--- src/rtl/snn_input_sequencer.sv ---
// -----------------------------------------------------------------------------
// snn_input_sequencer
//
// Purpose:
//   Buffers one input frame (NUM_INPUTS bytes) from a host byte stream and
//   then runs a spiking-neural-network core for a requested number of ticks
//   against that frame. Each tick is launched with a single-cycle start_tick
//   pulse. The sequencer then waits for the core to raise and drop core_busy.
//   A watchdog aborts the run if the core never acknowledges a tick. Rising
//   edges of neuron_fire are counted during the run, and the counter
//   saturates at its maximum value.
//
// Ports:
//   clk, rst_n          clock (rising edge) / asynchronous active-low reset
//   s_valid, s_data     host frame byte stream (valid/ready handshake)
//   s_ready             sequencer can take a frame byte this cycle
//   run_req, num_ticks  single-cycle run request and its tick count
//   input_read_addr     core-side frame address
//   current_input_val   frame byte at input_read_addr (combinational read)
//   start_tick          single-cycle tick start pulse to the core
//   core_busy           core processing flag
//   neuron_fire         core output spike
//   spike_count         spikes counted in the last run (held until next run)
//   done                single-cycle run-completion pulse
//   seq_busy            FSM is outside IDLE
//   frame_loaded        a complete frame is stored
//   wd_err              sticky watchdog error
// -----------------------------------------------------------------------------
module snn_input_sequencer #(
   parameter int NUM_INPUTS = 256,
   parameter int CNT_W      = 16,
   parameter int WD_CYC     = 4
) (
   input  logic             clk,
   input  logic             rst_n,
   input  logic             s_valid,
   input  logic [7:0]       s_data,
   output logic             s_ready,
   input  logic             run_req,
   input  logic [CNT_W-1:0] num_ticks,
   input  logic [7:0]       input_read_addr,
   output logic [7:0]       current_input_val,
   output logic             start_tick,
   input  logic             core_busy,
   input  logic             neuron_fire,
   output logic [CNT_W-1:0] spike_count,
   output logic             done,
   output logic             seq_busy,
   output logic             frame_loaded,
   output logic             wd_err
);

   // The frame address port is 8 bits wide, so NUM_INPUTS is at most 256.
   localparam int AW  = (NUM_INPUTS > 1) ? $clog2(NUM_INPUTS) : 1;
   localparam int WDW = $clog2(WD_CYC + 1);

   localparam logic [AW-1:0]    LAST_IDX = AW'(NUM_INPUTS - 1);
   localparam logic [WDW-1:0]   WD_LAST  = WDW'(WD_CYC - 1);
   localparam logic [CNT_W-1:0] CNT_MAX  = '1;

   localparam logic [2:0] S_IDLE    = 3'd0;
   localparam logic [2:0] S_LOAD    = 3'd1;
   localparam logic [2:0] S_TICK    = 3'd2;
   localparam logic [2:0] S_WAIT_HI = 3'd3;
   localparam logic [2:0] S_WAIT_LO = 3'd4;
   localparam logic [2:0] S_DONE    = 3'd5;

   logic [7:0]       r_mem [NUM_INPUTS];
   logic [2:0]       r_state;
   logic [AW-1:0]    r_wr_idx;
   logic [CNT_W-1:0] r_ticks_left;
   logic [CNT_W-1:0] r_spike_count;
   logic [WDW-1:0]   r_wd_cnt;
   logic             r_frame_loaded;
   logic             r_wd_err;
   logic             r_fire_prev;
   logic             r_done;
   logic             r_alive;

   logic w_run_acc;
   logic w_ready;
   logic w_xfer;
   logic w_fire_edge;
   logic w_count_win;

   // A run request takes priority over a frame byte offered in the same cycle.
   assign w_run_acc   = (r_state == S_IDLE) && run_req && r_frame_loaded;
   // r_alive keeps s_ready low while reset is asserted and until the first
   // clock edge after reset is released.
   assign w_ready     = r_alive && ((r_state == S_IDLE) || (r_state == S_LOAD)) && !w_run_acc;
   assign w_xfer      = s_valid && w_ready;
   assign w_fire_edge = neuron_fire && !r_fire_prev;
   assign w_count_win = (r_state == S_TICK) || (r_state == S_WAIT_HI) ||
                        (r_state == S_WAIT_LO) || (r_state == S_DONE);

   // The frame memory is not reset. frame_loaded gates its use instead.
   always_ff @(posedge clk) begin
      if (w_xfer) begin
         r_mem[r_wr_idx] <= s_data;
      end
   end

   assign current_input_val = (int'(input_read_addr) < NUM_INPUTS) ?
                              r_mem[input_read_addr[AW-1:0]] : 8'h00;

   always_ff @(posedge clk or negedge rst_n) begin
      if (!rst_n) begin
         r_state        <= S_IDLE;
         r_wr_idx       <= '0;
         r_ticks_left   <= '0;
         r_spike_count  <= '0;
         r_wd_cnt       <= '0;
         r_frame_loaded <= 1'b0;
         r_wd_err       <= 1'b0;
         r_fire_prev    <= 1'b0;
         r_done         <= 1'b0;
         r_alive        <= 1'b0;
      end else begin
         r_alive     <= 1'b1;
         r_fire_prev <= neuron_fire;
         // done is registered from the DONE state. A spike edge that occurs
         // during DONE is therefore already in spike_count when done is seen.
         r_done      <= (r_state == S_DONE);

         if (w_run_acc) begin
            r_spike_count <= '0;
         end else if (w_count_win && w_fire_edge && (r_spike_count != CNT_MAX)) begin
            r_spike_count <= r_spike_count + 1'b1;
         end

         case (r_state)
            S_IDLE, S_LOAD: begin
               if (w_run_acc) begin
                  r_ticks_left <= num_ticks;
                  r_wd_err     <= 1'b0;
                  r_state      <= (num_ticks == '0) ? S_DONE : S_TICK;
               end else if (w_xfer) begin
                  if (r_wr_idx == LAST_IDX) begin
                     r_wr_idx       <= '0;
                     r_frame_loaded <= 1'b1;
                     r_state        <= S_IDLE;
                  end else begin
                     r_wr_idx       <= r_wr_idx + 1'b1;
                     r_frame_loaded <= 1'b0;
                     r_state        <= S_LOAD;
                  end
               end
            end
            S_TICK: begin
               r_ticks_left <= r_ticks_left - 1'b1;
               r_wd_cnt     <= '0;
               r_state      <= S_WAIT_HI;
            end
            S_WAIT_HI: begin
               if (core_busy) begin
                  r_state <= S_WAIT_LO;
               end else if (r_wd_cnt == WD_LAST) begin
                  r_wd_err <= 1'b1;
                  r_state  <= S_DONE;
               end else begin
                  r_wd_cnt <= r_wd_cnt + 1'b1;
               end
            end
            S_WAIT_LO: begin
               if (!core_busy) begin
                  r_state <= (r_ticks_left != '0) ? S_TICK : S_DONE;
               end
            end
            S_DONE: begin
               r_state <= S_IDLE;
            end
            default: begin
               r_state <= S_IDLE;
            end
         endcase
      end
   end

   assign s_ready      = w_ready;
   assign start_tick   = (r_state == S_TICK);
   assign done         = r_done;
   assign seq_busy     = (r_state != S_IDLE);
   assign spike_count  = r_spike_count;
   assign frame_loaded = r_frame_loaded;
   assign wd_err       = r_wd_err;

endmodule

--- config.mk ---
export PLATFORM = sky130hd
export DESIGN_NAME = snn_input_sequencer
export DESIGN_NICKNAME = d
export VERILOG_FILES = /design/src/rtl/snn_input_sequencer.sv
export SDC_FILE = /design/constraint.sdc
export NUM_CORES = 2
export LEC_CHECK = 0
export ABC_AREA = 1
export CAP_MARGIN = 20
export CORE_ASPECT_RATIO = 0.8
export CORE_MARGIN = 2
export CORE_UTILIZATION = 45
export CTS_CLUSTER_SIZE = 8
export DETAILED_ROUTE_END_ITERATION = 7
export PLACE_DENSITY = 0.7
export SYNTH_ARGS = -nofsm -noshare
export SYNTH_HDL_FRONTEND = slang
export SYNTH_SLANG_ARGS = --single-unit
--- constraint.sdc ---
create_clock -name clk -period 2.3 [get_ports clk]
set_input_delay 0.46 -clock clk [delete_from_list [all_inputs] [get_ports clk]]
set_output_delay 0.46 -clock clk [all_outputs]
set_load 0.01 [all_outputs]
# After elaboration in Yosys (flattened, before gate mapping)
# Memories as Yosys holds them, arrays and structs flattened.
# Cells that the tools add are included.
[totals]
ramBits = 2048
memories = 1
wordCells = 83
reg_bits = 51
romBits = 0
output_inout_bits = 30
inputBits = 38
latchBits = 0
[op_classes]
add_sub_neg = 4
reduce_logical = 28
n_eq_ne = 15
div_mod_pow = 0
n_mux = 24
order_cmp = 0
multipliers = 0
n_shift = 0
bitwise_logic = 1
[memory_table]
columns = ["memory", "words", "word_bits", "rd", "rd_clocked_by_memory_dff", "write_ports", "line_no", "rtl"]
rows = [
  ["r_mem", 256, 8, 1, 0, 1, "68", "logic [7:0] r_mem [NUM_INPUTS];"],
]
[ops]
columns = ["op", "count"]
rows = [
  ["$mux 16", 3],
  ["$pmux 16 s2", 1],
  ["$mux 3", 9],
  ["$add 16x1->16 const B", 1],
  ["$logic_not 16->1", 1],
  ["$ne 16x16->1 const B", 1],
  ["$reduce_bool 16->1", 1],
  ["$sub 16x1->16 const B", 1],
  ["$pmux 3 s4", 1],
  ["$eq 3x2->1 const B", 3],
  ["$reduce_and 3->1", 3],
  ["$add 8x1->8 const B", 1],
  ["$eq 8x8->1 const B", 1],
  ["$logic_and 1x1->1", 8],
  ["$mux 8", 1],
  ["$ne 2x2->1 const B", 4],
  ["$reduce_bool 2->1", 4],
  ["$mux 1", 7],
  ["$eq 3x3->1 const B", 2],
  ["$pmux 3 s2", 1],
  ["$logic_or 1x1->1", 4],
  ["$reduce_and 4->1", 1],
  ["$add 3x1->3 const B", 1],
  ["$eq 3x1->1 const B", 1],
  ["other kinds (10)", 11],
]

# Depth between registers and ports, before layout
[depth]
depth_word = 9
mapped_depth = 15
depth_no_buf = 12

# Worst setup path before layout
# No wires, ideal clock.
[synth_timing]
path_kind = "register to register"
start = "register r_state[2]"
end = "memory r_mem[191][0], enable pin"
arrival_time_ns = 2.177
setup_time_ns = 0.383
setup_slack_ns = -0.260
path_buffers = 0
path_stages_with_launch = 11
period_less_slack_ns = 2.560
t_required_ns = 1.917
cell_sequence = "dfrtp_1 -> inv_1 -> ha_1 -> nand3_1 -> inv_2 -> nand2_4 -> inv_2 -> nand2_1 -> nor2_1 -> nand3_1 -> nor3_1"
[synth_between]
elab_chain_cells = 8
elab_cells_between_ends = 11
cone_classes = "eq/ne: 1; mux: 2; reduce/logical: 8"
[synth_rtl]
columns = ["item", "line_no", "rtl"]
rows = [
  ["start: declaration", "69", "logic [2:0] r_state;"],
  ["start signal: assignment", "136", "r_state <= (num_ticks == '0) ? S_DONE : S_TICK;"],
  ["start signal: assignment", "166", "r_state <= (r_ticks_left != '0) ? S_TICK : S_DONE;"],
  ["$logic_not 3->1", "87, 90", ""],
  ["$logic_and 1x1->1 (2 in series)", "87", "assign w_run_acc = (r_state == S_IDLE) && run_req && r_frame_loaded;"],
  ["$logic_not 1->1", "90", "assign w_ready = r_alive && ((r_state == S_IDLE) || (r_state == S_LOAD)) && !w_run_acc;"],
  ["$logic_and 1x1->1 *", "90", ""],
  ["via s_ready", "38", "output logic s_ready,"],
  ["$logic_and 1x1->1 *", "91", "assign w_xfer = s_valid && w_ready;"],
  ["$mux 1 *", "98", "if (w_xfer) begin"],
  ["$mux 1 (not written as such) *", "99", "r_mem[r_wr_idx] <= s_data;"],
  ["end: declaration", "68", ""],
]
# The timed path passes the listed nets; every way through them passes the cells marked *.

# Worst setup path after layout
[layout_timing]
start = "memory r_mem[143][1]"
end = "output current_input_val[1]"
[layout_between]
elab_chain_cells = 1
[layout_rtl]
columns = ["item", "line_no", "rtl"]
rows = [
  ["$mem_v2 256x8", "n/a", ""],
  ["end: declaration", "42", "output logic [7:0] current_input_val,"],
]
# Every way passes these cells.

==> metrics.yaml <==
power:
  powerDensity_mw_per_mm2: 844
  switching_share: 0.249
  comb_power_share: 0.119
  power_leakage_nw: 40.1
  ir_worst_vdd_v: 0.000962
  clockPowerShare: 0.424
  p_total_mw: 94.0
  power_switching_mw: 23.5
  intPower_mw: 70.6
  seq_power_share: 0.457
floorplan:
  dieArea_mm2: 0.195
  core_mm2: 0.190
  start_util: 0.453
  ios: 68
  rows: 143
  die_w_um: 493
  die_h_um: 395
outcome:
  violations: "DRC, setup timing"
  status: "complete, but fails checks"
final_layout:
  final_common_cell: "nand2_1"
  final_cell_mix: "nand2_1 (2115), edfxtp_1 (2048), nand3_1 (1470)"
  finish.utilization: 0.586
  drive_gt1_frac: 0.253
  fin_cells: 10700
  design_area_mm2: 0.111
  area_growth_syn_to_layout_pct: 29.5
  fin_nets: 8148
synthesis:
  syn_area_mm2: 0.0861
  yosysUniqueCellTypes: 41
  syn_nets: 7399
  syn_avg_cell_area_um2: 11.7
  seq_area_frac_synth: 0.730
  synthCells: 7350
  ys_ff_latch: 2099
  ys_warn_count: 0
sta:
  setup_viol: 794
  skew_ns: 0.0588
  tns_ns: -45.95
  hold_viol: 0
  fin_crit_sh: 1.28
  relSlewSlack: 0.531
  setup_slack_ns: -0.639
  maxSlewViolCount: 0
  fin_crit_ns: 2.94
  rsz0062_at_grt: "true"
  fmax_mhz: 340
  tightest_slew_ns: 0.701
place:
  gp_congestion: 0.943
  hpwl_um: 153000
  placedCellCount: 10300
  port_buffers: 67
  placed_cell_area_mm2: 0.0956
worst_setup_path:
  reg2reg_from: "r_state[1]"
  r2r_end: "r_mem[110][3]"
  critPathMostFrequentCell: "nand3_2"
  r2r_cells: 14
  cp_slowest_stage_delay_ns: 0.38
  arrival_ns: 2.48
  crit_fanout: 1
  end_kind: "primary output"
  reg2reg_slack_ns: -0.15
  cp_data_required_time_ns: 1.84
  crit_path_cell_trace: "nand2_1, nand3_2, nand3_1, nand3_2, nand3_2, nand3_2, nand3_2, nand2_2, nand2_4, nand2_4, buf_6"
  crit_path_start_kind: "register"
  path_class: "register to primary output"
  cp_slowest_cell: "edfxtp_1"
clocking:
  cts_max_level: 5
  insertion_delay_ns: 0.92
  cts_buffers: 312
  clk_path_buf_depth: 4
  cts.sinks: 2099
  cts_tree: "yes"
  clkTransAtPathRegs_ns: 0.05
  cts_root_buf: "clkbuf_16"
global_route:
  gr-usage-all-layers: 0.256
  grt_max_degree: 106
  grt_pass1_wl_um: 377000
  antenna_found_initial: 3
  grt_pass1_vias: 59600
  grt_overflow_total: 0
worst_hold_path:
  whs_path_depth: 1
  min-delay-path-class: "input pin to register"
  hold_path_startpoint: "s_data[0]"
  min_to: "r_mem[8][0]"
routing:
  routed_via_density: 5.91
  drtAntennaViolNets: 0
  dr.first_iter.drc_count: 10100
  drc: 7
  vias: 63200
  wl_per_cell_um: 24.4
  routed_wl_um: 261000
  first_pass_iters: 8
flow_run:
  max-cap-violations: 0
## state kept, by name (all words and copies together), names as in the netlist
name	count
spike_count	16
r_alive	1
r_mem	2048
wd_err	1
frame_loaded	1
r_wr_idx	8
r_ticks_left	16
r_state	3
done	1
r_wd_cnt	3
r_fire_prev	1
## cell families (layout without fill, tap and decap cells)
group	Yosys count	after routing	share of synthesized area
DFF	2099	2099	0.730
other	1	2	0.0000436
buffers and inverters	570	1367	0.0316
adders and majority gates	11	11	0.00160
AOI/OAI and AO/OA	87	87	0.00574
xor gates and xnor gates	6	6	0.000611
and+or+nand+nor	4576	4576	0.231
## synthesized netlist by cell type
master	n	share of area
ha_1	11	0.0016
dfrtp_1	51	0.015
o21a_1	1	0.000087
a31oi_1	1	0.000073
nand3_2	5	0.00058
nand4_1	10	0.00073
nand4_4	1	0.00025
buf_4	44	0.0038
edfxtp_1	2048	0.71
o21ai_2	1	0.00010
nand3b_1	1	0.000087
xnor2_1	1	0.00010
nor3b_1	2	0.00017
inv_1	72	0.0031
a221oi_2	1	0.00017
xor2_1	5	0.00051
nand2_4	1	0.00013
o21ai_0	47	0.0027
nor2_2	2	0.00015
a2bb2oi_1	1	0.00010
inv_2	5	0.00022
buf_6	5	0.00065
o221ai_2	1	0.00017
conb_1	1	0.000044
nand2_1	2175	0.095
or2_2	2	0.00015
a22oi_1	1	0.000087
clkbuf_1	98	0.0043
o22ai_1	7	0.00051
nor4_1	3	0.00022
nand3_1	2040	0.12
buf_2	300	0.017
buf_1	45	0.0020
a21oi_1	21	0.0012
nor2_1	315	0.014
a32o_1	1	0.00012
inv_4	1	0.000073
o211ai_1	3	0.00026
nor3_2	1	0.00012
nor3_1	18	0.0010
a221oi_1	1	0.00010
## how the worst max path moves through the flow
stage	depth (start not counted)	to	start
after CTS	11	current_input_val[5]	r_mem[107][5]
final	11	current_input_val[1]	r_mem[143][1]
after global placement	15	current_input_val[3]	input_read_addr[0]
after global routing	11	current_input_val[1]	r_mem[133][1]
after detailed placement	15	current_input_val[3]	input_read_addr[0]
after floorplan	10	r_mem[151][0]	r_state[2]
## stage by stage
stage	setup slack [ns]	hold WS [ns]
2_1_floorplan	-0.0868	0.164
5_1_grt	-0.688	0.0168
3_5_place_dp	-1.36	0.433
6_report	-0.639	0.0408
4_1_cts	-0.611	0.0101
3_3_place_gp	-1.39	0.421
## critical path, delay by kind of cell, from the launching register on
| kind | cells | cell delay (ns) |
|---|---|---|
| buffers and inverters | 1 | 0.12 |
| flip-flops | 1 | 0.38 |
| AND/OR/NAND/NOR | 10 | 1.03 |
## area by class of cell
class	instances	area [um^2]
inverter	78	344
sequential	2099	62800
timing repair inverter	2	27.5
multi-input combinational	4681	26200
timing repair buffer	925	10600
antenna	1	2.50
fill	14100	78600
clock inverter	6	88.8
tap	2537	3170
clock buffer	356	8120
## routing by layer
layer | part of all wire | vias up | track usage
met3 | 0.13 | 595 | 0.0649
li1 | - | 27500 | -
met5 | 0.000050 | - | 0
met1 | 0.39 | 30900 | 0.371
met4 | 0.036 | 2 | 0.0861
met2 | 0.44 | 4160 | 0.376
## timing repair
item / in CTS / in global routing
setup endpoints to repair: 382 / 1682
pin swaps: 191 / 183
buffers inserted: 22 / 16
resized for setup: 692 / 842
hold buffers: 9 / 0
cloned: 8 / 15
hold endpoints to repair: 166 / 0
## power by group through the flow
stage	clock network (mW)	registers (mW)	logic [mW]
2_1_floorplan	0	43.6	3.98
3_3_place_gp	0	43.6	8.73
3_5_place_dp	0	43.6	8.85
4_1_cts	40.1	42.9	9.86
5_1_grt	41.7	43.0	11.7
6_report	39.9	43.0	11.2
Power figures use the tool's default switching activity.
